File: config.mk
export PLATFORM = sky130hd
export DESIGN_NAME = overflow_monitor
export DESIGN_NICKNAME = d
export VERILOG_FILES = /design/src/rtl/overflow_monitor.sv
export SDC_FILE = /design/constraint.sdc
export NUM_CORES = 1
export LEC_CHECK = 0
export ABC_CLOCK_PERIOD_IN_PS = 2410
export BUFFER_PORTS_ARGS = -buffer_cell sky130_fd_sc_hd__buf_2
export CORE_UTILIZATION = 54
export DETAILED_ROUTE_END_ITERATION = 6
export PLACE_DENSITY_LB_ADDON = 0.05
export SETUP_SLACK_MARGIN = 0.3
export SKIP_LAST_GASP = 1
export SLEW_MARGIN = 0
export SYNTH_ARGS = -nofsm -noshare
export SYNTH_HDL_FRONTEND = slang
export SYNTH_SLANG_ARGS = --single-unit
File: constraint.sdc
create_clock -name clock -period 2.41 [get_ports clock]
set_input_delay 0.241 -clock clock [delete_from_list [all_inputs] [get_ports clock]]
set_output_delay 0.241 -clock clock [all_outputs]
set_load 0.005 [all_outputs]
File: src/rtl/overflow_monitor.sv
// overflow_monitor: watches an upstream 4-bit counter for F->0 wraps, counts
// them while armed, queues {wrap count, timestamp} events in a small FIFO and
// raises an alarm when the wrap count reaches a programmable threshold.
module overflow_monitor #(
  parameter int EVT_W = 8,
  parameter int TS_W  = 16,
  parameter int DEPTH = 4
) (
  input  logic             clock,
  input  logic             reset,
  input  logic             arm,
  input  logic             clear,
  input  logic [3:0]       count_in,
  input  logic             overflow_in,
  input  logic [EVT_W-1:0] threshold,
  output logic             evt_valid,
  input  logic             evt_ready,
  output logic [EVT_W-1:0] evt_wraps,
  output logic [TS_W-1:0]  evt_stamp,
  output logic             alarm,
  output logic             ovf_seen,
  output logic [3:0]       drop_cnt
);

  localparam int AW = (DEPTH > 1) ? $clog2(DEPTH) : 1;

  typedef enum logic [1:0] {IDLE, RUN, ALARM} state_t;

  state_t           state_reg;
  logic             alarm_reg;
  logic [TS_W-1:0]  ts_reg;
  logic [3:0]       prev_q_reg;
  logic             prev_valid_reg;
  logic             ovf_q_reg;
  logic             ovf_seen_reg;
  logic [EVT_W-1:0] wrap_cnt_reg;
  logic [EVT_W-1:0] wrap_cnt_next;
  logic [3:0]       drop_cnt_reg;
  logic [AW-1:0]    rd_ptr_reg;
  logic [AW-1:0]    wr_ptr_reg;
  logic [AW:0]      occ_reg;

  logic [EVT_W-1:0] wraps_mem [DEPTH];
  logic [TS_W-1:0]  stamp_mem [DEPTH];

  logic wrap_det;
  logic push;
  logic hit;
  logic full;
  logic pop;
  logic push_acc;
  logic drop;

  // Wrap detection and FIFO handshake decisions for this edge. clear wins
  // over everything, so it suppresses both the push and the pop.
  always_comb begin
    wrap_det      = prev_valid_reg && (prev_q_reg == 4'hF) && (count_in == 4'h0);
    push          = wrap_det && (state_reg != IDLE) && !clear;
    wrap_cnt_next = (wrap_cnt_reg == '1) ? wrap_cnt_reg : wrap_cnt_reg + EVT_W'(1);
    hit           = push && (threshold != '0) && (wrap_cnt_next == threshold);
    full          = (occ_reg == (AW+1)'(DEPTH));
    pop           = (occ_reg != '0) && evt_ready && !clear;
    // A full FIFO can still take the push when the head leaves on the same edge.
    push_acc      = push && (!full || pop);
    drop          = push && full && !pop;
  end

  // Free-running timestamp and upstream counter history; clear does not touch these.
  always_ff @(posedge clock or negedge reset) begin
    if (!reset) begin
      ts_reg         <= '0;
      prev_q_reg     <= '0;
      prev_valid_reg <= 1'b0;
      ovf_q_reg      <= 1'b0;
    end else begin
      ts_reg         <= ts_reg + TS_W'(1);
      prev_q_reg     <= count_in;
      prev_valid_reg <= 1'b1;
      ovf_q_reg      <= overflow_in;
    end
  end

  // Sticky overflow flag, set on a rising edge of overflow_in.
  always_ff @(posedge clock or negedge reset) begin
    if (!reset) begin
      ovf_seen_reg <= 1'b0;
    end else if (clear) begin
      ovf_seen_reg <= 1'b0;
    end else if (overflow_in && !ovf_q_reg) begin
      ovf_seen_reg <= 1'b1;
    end
  end

  // Monitor FSM with the wrap counter and a registered alarm output.
  always_ff @(posedge clock or negedge reset) begin
    if (!reset) begin
      state_reg    <= IDLE;
      alarm_reg    <= 1'b0;
      wrap_cnt_reg <= '0;
    end else if (clear) begin
      state_reg    <= IDLE;
      alarm_reg    <= 1'b0;
      wrap_cnt_reg <= '0;
    end else begin
      case (state_reg)
        IDLE: begin
          if (arm) begin
            state_reg <= RUN;
          end
        end
        RUN: begin
          if (push) begin
            wrap_cnt_reg <= wrap_cnt_next;
          end
          if (hit) begin
            state_reg <= ALARM;
            alarm_reg <= 1'b1;
          end
        end
        ALARM: begin
          if (push) begin
            wrap_cnt_reg <= wrap_cnt_next;
          end
        end
        default: begin
          state_reg <= IDLE;
          alarm_reg <= 1'b0;
        end
      endcase
    end
  end

  // Drop counter: saturates at 15 so a long stall cannot wrap it back to small values.
  always_ff @(posedge clock or negedge reset) begin
    if (!reset) begin
      drop_cnt_reg <= '0;
    end else if (clear) begin
      drop_cnt_reg <= '0;
    end else if (drop && (drop_cnt_reg != 4'hF)) begin
      drop_cnt_reg <= drop_cnt_reg + 4'd1;
    end
  end

  // FIFO pointers and occupancy; DEPTH is a power of two so pointers wrap naturally.
  always_ff @(posedge clock or negedge reset) begin
    if (!reset) begin
      rd_ptr_reg <= '0;
      wr_ptr_reg <= '0;
      occ_reg    <= '0;
    end else if (clear) begin
      rd_ptr_reg <= '0;
      wr_ptr_reg <= '0;
      occ_reg    <= '0;
    end else begin
      if (push_acc) begin
        wr_ptr_reg <= wr_ptr_reg + AW'(1);
      end
      if (pop) begin
        rd_ptr_reg <= rd_ptr_reg + AW'(1);
      end
      if (push_acc && !pop) begin
        occ_reg <= occ_reg + (AW+1)'(1);
      end else if (pop && !push_acc) begin
        occ_reg <= occ_reg - (AW+1)'(1);
      end
    end
  end

  // Event storage; contents need no reset because occupancy gates visibility.
  always_ff @(posedge clock) begin
    if (push_acc) begin
      wraps_mem[wr_ptr_reg] <= wrap_cnt_next;
      stamp_mem[wr_ptr_reg] <= ts_reg;
    end
  end

  assign evt_valid = (occ_reg != '0);
  assign evt_wraps = wraps_mem[rd_ptr_reg];
  assign evt_stamp = stamp_mem[rd_ptr_reg];
  assign alarm     = alarm_reg;
  assign ovf_seen  = ovf_seen_reg;
  assign drop_cnt  = drop_cnt_reg;

endmodule

# [Word-level counts from Yosys, hierarchy flattened]
# Memories as Yosys holds them, arrays and structs flattened.
# Cells that the tools add are included.
[word_totals] regBits=45 latch_bits=0 ram_bits=96 rom_bits=0 in_bits=18 out_inout_bits=31 wordCells=94 memories=2
[mem_list] name="stamp_mem" depth=4 width=16 read_ports=1 rd_ports_with_merged_regs=0 wr=1 line="44" source="logic [TS_W-1:0] stamp_mem [DEPTH];"
[mem_list] name="wraps_mem" depth=4 width=8 read_ports=1 rd_ports_with_merged_regs=0 wr=1 line="43" source="logic [EVT_W-1:0] wraps_mem [DEPTH];"
[op_classes] addsub=7 n_mul=0 div_mod_pow=0 order_cmp=0 n_eq_ne=11 n_shift=0 n_mux=24 bitwise_logic=0 n_reduce_logical=38
[ops] operator="$mux 8" count=4
[ops] operator="$add 16x1->16 const B" count=1
[ops] operator="$logic_and 1x1->1" count=15
[ops] operator="$mux 2" count=7
[ops] operator="$reduce_bool 2->1" count=7
[ops] operator="$mux 3" count=3
[ops] operator="$add 8x1->8 const B" count=1
[ops] operator="$eq 8x8->1" count=1
[ops] operator="$eq 8x8->1 const B" count=1
[ops] operator="$mux 4" count=2
[ops] operator="$reduce_bool 8->1" count=1
[ops] operator="$mux 1" count=6
[ops] operator="$ne 3x3->1 const B" count=2
[ops] operator="$pmux 2 s3" count=1
[ops] operator="$reduce_bool 3->1" count=2
[ops] operator="$logic_not 1->1" count=5
[ops] operator="$add 2x1->2 const B" count=2
[ops] operator="$add 4x1->4 const B" count=1
[ops] operator="$eq 4x4->1 const B" count=1
[ops] operator="$logic_not 4->1" count=1
[ops] operator="$ne 4x4->1 const B" count=1
[ops] operator="$reduce_and 2->1" count=2
[ops] operator="$reduce_or 2->1" count=2
[ops] operator="$add 3x1->3 const B" count=1
[ops] operator="other kinds (10)" count=10

# [Logic depth before layout (Yosys ltp)]
# Gate-level depths: netlist (run 1).
[logic_depth] depth_word=11 mapped_depth=12 mapped_depth_nobuf=12

# [Least setup slack after synthesis (run 1)]
# No wires, ideal clock.
[synth_timing] kind="register -> register" startpoint="reg state_reg[0]" endpoint="mem stamp_mem[0][0] (enable)" setup_ns=0.383 t_arrival_ns=2.267 required_time_ns=2.027 path_slack_ns=-0.239 stages_incl_launch_ff=7 synth_period_minus_slack_ns=2.649 path_cell_list="dfrtp_1 -> inv_1 -> ha_1 -> nor4_1 -> nand3b_1 -> nor4b_2 -> and2_1"
[synth_between] elab_chain_cells=6
[synth_rtl] element="from (decl)" line="29" source="state_t state_reg;"
[synth_rtl] element="from (signal assigned)" line="97" source="state_reg <= IDLE;"
[synth_rtl] element="from (signal assigned)" line="101" source="state_reg <= IDLE;"
[synth_rtl] element="from (signal assigned)" line="108" source="state_reg <= RUN;"
[synth_rtl] element="$reduce_bool 2->1" line="58" source="push = wrap_det && (state_reg != IDLE) && !clear;"
[synth_rtl] element="$logic_and 1x1->1 (2 in series)" line="58"
[synth_rtl] element="$logic_and 1x1->1" line="64" source="push_acc = push && (!full || pop);"
[synth_rtl] element="$mux 1" line="171" source="if (push_acc) begin"
[synth_rtl] element="$mux 1 (implied by the code)" line="173" source="stamp_mem[wr_ptr_reg] <= ts_reg;"
[synth_rtl] element="to (decl)" line="44"
# No other way between the ends.

# [Worst setup path after layout (run 1)]
[layout_timing] startpoint="reg wrap_cnt_reg[0]" endpoint="reg state_reg[1]"
[layout_between] elab_chain_cells=6 elab_cells_between_ends=7 cone_classes="1 x add/sub; 3 x eq/ne; 1 x mux; 2 x reduce/logical"
[layout_rtl] element="from (decl)" line="36" source="logic [EVT_W-1:0] wrap_cnt_reg;"
[layout_rtl] element="from (signal assigned)" line="113" source="wrap_cnt_reg <= wrap_cnt_next;"
[layout_rtl] element="from (signal assigned)" line="122" source="wrap_cnt_reg <= wrap_cnt_next;"
[layout_rtl] element="$add 8x1->8 / $eq 8x8->1 (equally long branches)" line="59" source="wrap_cnt_next = (wrap_cnt_reg == '1) ? wrap_cnt_reg : wrap_cnt_reg + EVT_W'(1);"
[layout_rtl] element="$mux 8 *" line="59"
[layout_rtl] element="$eq 8x8->1 *" line="60" source="hit = push && (threshold != '0) && (wrap_cnt_next == threshold);"
[layout_rtl] element="$logic_and 1x1->1 *" line="60"
[layout_rtl] element="$ne 3x3->1 (no source line) *"
[layout_rtl] element="$reduce_and 3->1 (no source line) *"
# Mark *: on every way between the ends. The rest lies on a longest branch, timed or not.
# A chain may end at the register's enable or synchronous reset.

==> results.py, run 1 <==
metrics = {
    "grt": {
        "grt_use_total": 0.2113,
        "first_global_vias": 3606,
        "antenna_found_initial": 0,
        "grt_pass1_wl_um": 17860,
        "grt-ovfl-total": 0,
        "grt_start_max_net_pins": 46,
    },
    "sta": {
        "finalHoldViolations": 0,
        "min_period_over_period": 0.9417,
        "fmax_ghz": 0.4406,
        "slew_violations": 0,
        "rsz0062_at_grt": "yes",
        "tns_ns": 0,
        "finClkSkew_ns": 0.006824,
        "max_slew_margin": 0.5855,
        "finalSetupViolCount": 0,
        "finalCriticalPeriod_ns": 2.269,
        "worst_pin_slew_ns": 0.6218,
    },
    "finish": {
        "n_antenna_cell": 0,
        "largest_reg_flops": 64,
        "fillerInstances": 718,
        "nNetsFinal": 526,
        "multi_input_comb_area_sq_mm": 0.002054,
        "syn2layout_area_growth_pct": 26.42,
        "regArea_sq_mm": 0.004013,
        "drive_gt1_frac": 0.3615,
        "design_area_sq_mm": 0.007692,
    },
    "yosys": {
        "synth_most_common_cell": "edfxtp_1",
        "synth.distinct_cells": 53,
        "synthTopCellsByArea": "edfxtp_1, dfrtp_1, mux4_2, xnor2_1, ha_1",
        "syn_inst": 401,
        "ys_warn_count": 0,
        "async_reset_ff_frac": 0.3191,
        "netlist.area_leader.share": 0.4738,
        "synth_area_leader_cell": "edfxtp_1",
        "synthTopCellsByCount": "edfxtp_1, dfrtp_1, nand2_1",
        "syn_area_sq_mm": 0.006085,
        "synth-edff-count": 96,
        "ys_seq_area_frac": 0.6589,
        "avgSynthCellArea_sq_um": 15.17,
        "ys.flop_type": "edfxtp_1",
        "synth-seq-cells": 141,
        "synth_nets": 431,
    },
    "pwr": {
        "comb_power_share": 0.135,
        "swShare": 0.2269,
        "p_per_area_mw_per_mm2": 803.9,
        "power.leakage_nw": 2.892,
        "vdd_drop_max_mv": 0.5460,
        "pwr-share-seq": 0.427,
        "p_sw_mw": 1.403,
        "intPower_mw": 4.781,
        "clkPwrFrac": 0.438,
    },
    "cts": {
        "clk_pin_slew_ns": 0.06,
        "cts_made_buffers": 17,
        "htreeDepth": 4,
        "cts_tree": "yes",
        "clock_latency_ns": 0.51,
        "cts_root_buffer": "clkbuf_8",
        "cts_sinks": 141,
        "clockBufferDepth": 2,
    },
    "placement": {
        "gp_congestion": 0.8611,
        "place_area_sq_mm": 0.006713,
        "numPortBuffers": 48,
        "dp_hpwl_um": 7265,
    },
    "setup_path": {
        "r2r_slack_ns": 0.14,
        "r2r-start": "wrap_cnt_reg[0]$_DFFE_PN0P_",
        "cp_slowest_stage_delay_ns": 0.41,
        "cp_data_required_time_ns": 2.80,
        "endpoint": "state_reg[1]$_DFFE_PN0P_",
        "reg2reg_to": "state_reg[1]$_DFFE_PN0P_",
        "worstSetupStartpointType": "flop",
        "ff2ff_path_depth": 9,
        "crit_path_end_kind": "flop",
        "startpoint": "wrap_cnt_reg[0]$_DFFE_PN0P_",
        "crit_type": "flop to flop",
        "path_max_fanout": 8,
        "slowest_stage": "dfrtp_1",
        "cp_data_arrival_time_ns": 2.66,
        "path_cells": "buf_4, and3_1, xnor2_1, o22a_2, and4_2, nor4b_4, buf_4, and2_2, a221o_1",
        "crit_top_cell": "buf_4",
    },
    "drt": {
        "route.detailed.drc": 0,
        "ant_nets": 0,
        "vias": 3635,
        "wirelength_um": 11830,
        "drt-initial-drc-count": 157,
        "vias_per_cell": 5.601,
        "dr.pass1.iters": 4,
        "routedWlPerCell_um": 18.23,
    },
    "floorplan": {
        "die_w_um": 108.2,
        "dieArea_sq_mm": 0.01170,
        "start_util": 0.5588,
        "ios": 49,
        "rows": 38,
        "core_sq_mm": 0.01089,
        "die_h_um": 108.2,
    },
    "run": {
        "drv_cap": 0,
    },
    "outcome": {
        "status": "completed",
    },
    "worst_hold_path": {
        "hp-class": "primary input to flop",
    },
}
[metal layers]
layer  global-route usage  routed length, um
met4              0.08415                212
met3              0.05184                528
met5                    0                  0
met1               0.2633               4929
met2               0.3553               6164
[critical path, delay by kind of cell, from the launching register on]
kind | cells | cell delay [ns]
compound gates | 2 | 0.51
flops | 1 | 0.41
simple gates | 4 | 0.77
buf+inv | 2 | 0.33
xor+xnor | 1 | 0.14
[logic make-up (layout without fill, tap and decap cells)]
logic type,after synthesis,after routing,share of synthesized area
simple gates,118,118,0.1075
other cells,1,1,0.0006163
flops,141,141,0.6589
fa+ha+maj,12,12,0.02591
xor+xnor,28,28,0.04031
compound gates,41,41,0.04421
mux,31,31,0.1016
buf+inv,29,137,0.02097
[layout by cell type (no fill, tap or decap), drive strengths merged, types with 3 or more instances in the layout]
master | synthesis | layout
a21oi | 15 | 15
a31oi | 4 | 4
and2 | 12 | 12
and3 | 6 | 6
and4 | 3 | 3
buf | 5 | 83
bufinv | 0 | 4
clkbuf | 12 | 23
clkinv | 0 | 3
clkinvlp | 0 | 4
dfrtp | 45 | 45
dlygate4sd3 | 0 | 6
edfxtp | 96 | 96
ha | 11 | 11
inv | 12 | 14
mux2 | 3 | 3
mux2i | 4 | 4
mux4 | 24 | 24
nand2 | 25 | 25
nand2b | 7 | 7
nand3 | 14 | 14
nand4 | 9 | 9
nor2 | 24 | 24
nor3 | 6 | 6
nor3b | 3 | 3
o21ai | 8 | 8
xnor2 | 20 | 20
xor2 | 8 | 8
[stage by stage]
| step | setup slack (ns) | util | std cells | power [mW] | hold slack (ns) |
|---|---|---|---|---|---|
| after floorplan | 0.03145 | - | 401 | 3.185 | -0.05459 |
| after CTS | 0.1225 | 0.6888 | 641 | 6.159 | 0.04645 |
| after global placement | 0.09167 | 0.6165 | 596 | 3.416 | 0.3652 |
| final | 0.1405 | 0.7065 | 649 | 6.184 | 0.07415 |
| after global routing | 0.06167 | 0.7065 | 649 | 6.399 | 0.06417 |
| after detailed placement | 0.03771 | 0.6165 | 596 | 3.433 | 0.3658 |
[what timing repair did]
action / CTS / global route
endpoints found under the setup margin: 119 / 120
hold buffers: 6 / 0
cloned: 1 / 4
endpoints found under the hold margin: 51 / 0
pin swaps: 6 / 14
gates resized for setup: 6 / 20
buffers inserted: 6 / 4
[power by group through the flow]
stage / Clock, mW / Sequential [mW] / Combinational, mW
floorplan: 0 / 2.68 / 0.508
detailed placement: 0 / 2.68 / 0.754
global placement: 0 / 2.68 / 0.738
CTS: 2.75 / 2.63 / 0.777
global route: 2.85 / 2.64 / 0.907
finish: 2.71 / 2.64 / 0.832
[final cells by class]
type                            instances  share of cell area
Inverter                               12            0.005856
Tap cell                              140             0.02277
Timing Repair Buffer                   93              0.1010
Clock buffer                           19             0.05742
Clock inverter                         13             0.02424
Multi-Input combinational cell        231              0.2671
Sequential cell                       141              0.5216
[how the worst min path moves through the flow]
| stage | start | end | slack [ns] | depth (start not counted) |
|---|---|---|---|---|
| finish | clear | wr_ptr_reg[0]$_DFFE_PN0P_ | 0.07 | 2 |
| global route | clear | occ_reg[1]$_DFFE_PN0P_ | 0.06 | 2 |
| CTS | clear | wr_ptr_reg[0]$_DFFE_PN0P_ | 0.05 | 2 |
| detailed placement | count_in[0] | prev_q_reg[0]$_DFF_PN0_ | 0.37 | 1 |
| global placement | reset | drop_cnt[1]$_DFFE_PN0P_ | 0.37 | 2 |
| floorplan | reset | alarm$_DFFE_PN0P_ | -0.05 | 0 |
Note: power is estimated with default switching activity, not from simulation.
==> run 2: changes to the inputs <==
- PLACE_DENSITY_LB_ADDON: 0.05 -> 0.25
==> run 2 against run 1 <==
  * Hold slack better by 0.15 ns
  * Register-to-register slack about the same
  * Core utilization up 2.6 points
  * Sequential share of layout area down 1.8 points
  * Largest power group unchanged
  * Setup slack better by 0.00076 ns
  * Critical path type unchanged
  * Largest cell class unchanged
  * First-iteration DRC count up 20%
  * Die area unchanged
  * Clock skew about the same
  * Via count up 2.9%
==> results.py, run 2 (same netlist as run 1, synthesis figures left out) <==
metrics = {
    "outcome": {
        "status": "completed",
    },
    "finish": {
        "multi_input_comb_area_sq_mm": 0.002077,
        "n_antenna_cell": 0,
        "nNetsFinal": 541,
        "design_area_sq_mm": 0.007971,
        "syn2layout_area_growth_pct": 31.01,
        "fillerInstances": 631,
        "largest_reg_flops": 64,
        "mostFrequentLayoutCells": "edfxtp_1, buf_2, dfrtp_1",
        "final_common_cell": "edfxtp_1",
        "regArea_sq_mm": 0.004013,
        "drive_gt1_frac": 0.3798,
    },
    "sta": {
        "finalSetupViolCount": 0,
        "finClkSkew_ns": 0.006524,
        "max_slew_margin": 0.5094,
        "finalHoldViolations": 0,
        "rsz0062_at_grt": "yes",
        "fmax_ghz": 0.4408,
        "finalHoldWorstSlack_ns": 0.2210,
        "finalCriticalPeriod_ns": 2.269,
        "slew_violations": 0,
        "min_period_over_period": 0.9414,
        "worst_pin_slew_ns": 0.7359,
    },
    "setup_path": {
        "cp_slowest_stage_delay_ns": 0.42,
        "worstSetupStartpointType": "flop",
        "path_max_fanout": 5,
        "crit_type": "flop to flop",
        "cp_data_arrival_time_ns": 2.68,
        "crit_path_end_kind": "flop",
        "cp_data_required_time_ns": 2.82,
        "path_cells": "ha_4, nand2_4, o21ai_2, mux2_4, a2111o_1, nor4b_4, a21oi_2, a221o_1",
        "slowest_stage": "dfrtp_2",
    },
    "floorplan": {
        "ios": 49,
        "start_util": 0.5588,
        "core_sq_mm": 0.01089,
        "die_h_um": 108.2,
        "rows": 38,
        "die_w_um": 108.2,
        "dieArea_sq_mm": 0.01170,
    },
    "drt": {
        "dr.pass1.iters": 5,
        "route.detailed.drc": 0,
        "vias_per_cell": 5.631,
        "drt-initial-drc-count": 189,
        "routedWlPerCell_um": 19.44,
        "ant_nets": 0,
        "wirelength_um": 12910,
        "vias": 3739,
    },
    "placement": {
        "gp_congestion": 0.8903,
        "numPortBuffers": 48,
        "dp_hpwl_um": 7324,
        "place_area_sq_mm": 0.006770,
    },
    "cts": {
        "htreeDepth": 4,
        "cts_root_buffer": "clkbuf_8",
        "cts_sinks": 141,
        "clk_pin_slew_ns": 0.06,
        "cts_tree": "yes",
        "clock_latency_ns": 0.53,
        "clockBufferDepth": 2,
        "cts_made_buffers": 17,
    },
    "pwr": {
        "power.leakage_nw": 3.025,
        "vdd_drop_max_mv": 0.6750,
        "p_per_area_mw_per_mm2": 814.9,
    },
    "grt": {
        "grt-ovfl-total": 0,
        "grt_pass1_wl_um": 19200,
        "first_global_vias": 3820,
        "antenna_found_initial": 0,
        "grt_use_total": 0.2292,
        "grt_start_max_net_pins": 33,
    },
    "worst_hold_path": {
        "hp-class": "primary input to flop",
    },
    "run": {
        "drv_cap": 0,
    },
}
-- run 2: final cells by class --
type / instances / area share
clock buffer: 20 / 0.05588
clock inverter: 12 / 0.02715
inverter: 12 / 0.005651
multi-input combinational: 231 / 0.2606
sequential: 141 / 0.5034
tap: 140 / 0.02197
timing repair buffer: 108 / 0.1254
-- run 2: power breakdown --
group / internal [mW] / switching, mW / leakage, nW / total [mW]
Sequential: 2.61 / 0.0280 / 1.46 / 2.63
Combinational: 0.532 / 0.438 / 1.24 / 0.970
Clock: 1.94 / 0.954 / 0.325 / 2.89
-- run 2: worst paths after layout --
path,slack (ns),depth (start not counted),end,startpoint
hold / removal,0.22,4,rd_ptr_reg[0]$_DFFE_PN0P_,evt_ready
max in group asynchronous,1.48,3,ts_reg[7]$_DFF_PN0_,reset
setup reg to reg,0.14,8,state_reg[1]$_DFFE_PN0P_,wrap_cnt_reg[1]$_DFFE_PN0P_
hold reg to reg,0.51,2,ovf_seen$_DFFE_PN0P_,ovf_seen$_DFFE_PN0P_
min in group asynchronous,0.31,2,alarm$_DFFE_PN0P_,reset
setup / recovery,0.14,8,state_reg[1]$_DFFE_PN0P_,wrap_cnt_reg[1]$_DFFE_PN0P_
-- run 2: per-layer routing --
layer / vias to the layer above / wire length, um / track usage
met5: - / 0 / 0
met3: 22 / 523 / 0.06028
li1: 1730 / - / -
met1: 1881 / 5283 / 0.2763
met4: 0 / 235 / 0.07926
met2: 106 / 6868 / 0.3985
-- run 2: through the flow --
stage          TNS [ns]  std cells  utilization  total power, mW  setup slack (ns)
2_1_floorplan         0        401            -            3.185           0.03145
3_3_place_gp          0        597       0.6218            3.419            0.1039
3_5_place_dp   -0.07702        597       0.6218            3.436          -0.04443
4_1_cts               0        657       0.7154            6.412            0.1522
5_1_grt               0        664       0.7321            6.721           0.06493
6_report              0        664       0.7321            6.496            0.1413
-- run 2: what timing repair did --
item | CTS | global route
pin swaps | 9 | 7
setup buffers | 20 | 4
hold buffers | 6 | 0
gates cloned | 2 | 3
hold endpoints to repair | 36 | 0
endpoints found under the setup margin | 128 | 130
gates resized for setup | 14 | 15
-- run 2: worst max-delay path: cells and delay by family (launching register included) --
family	cells	cell delay (ns)
multiplexers	1	0.28
adder cells (fa/ha/maj)	1	0.19
AND/OR/NAND/NOR	2	0.39
flip-flops	1	0.42
AO/OA/AOI/OAI	4	0.87
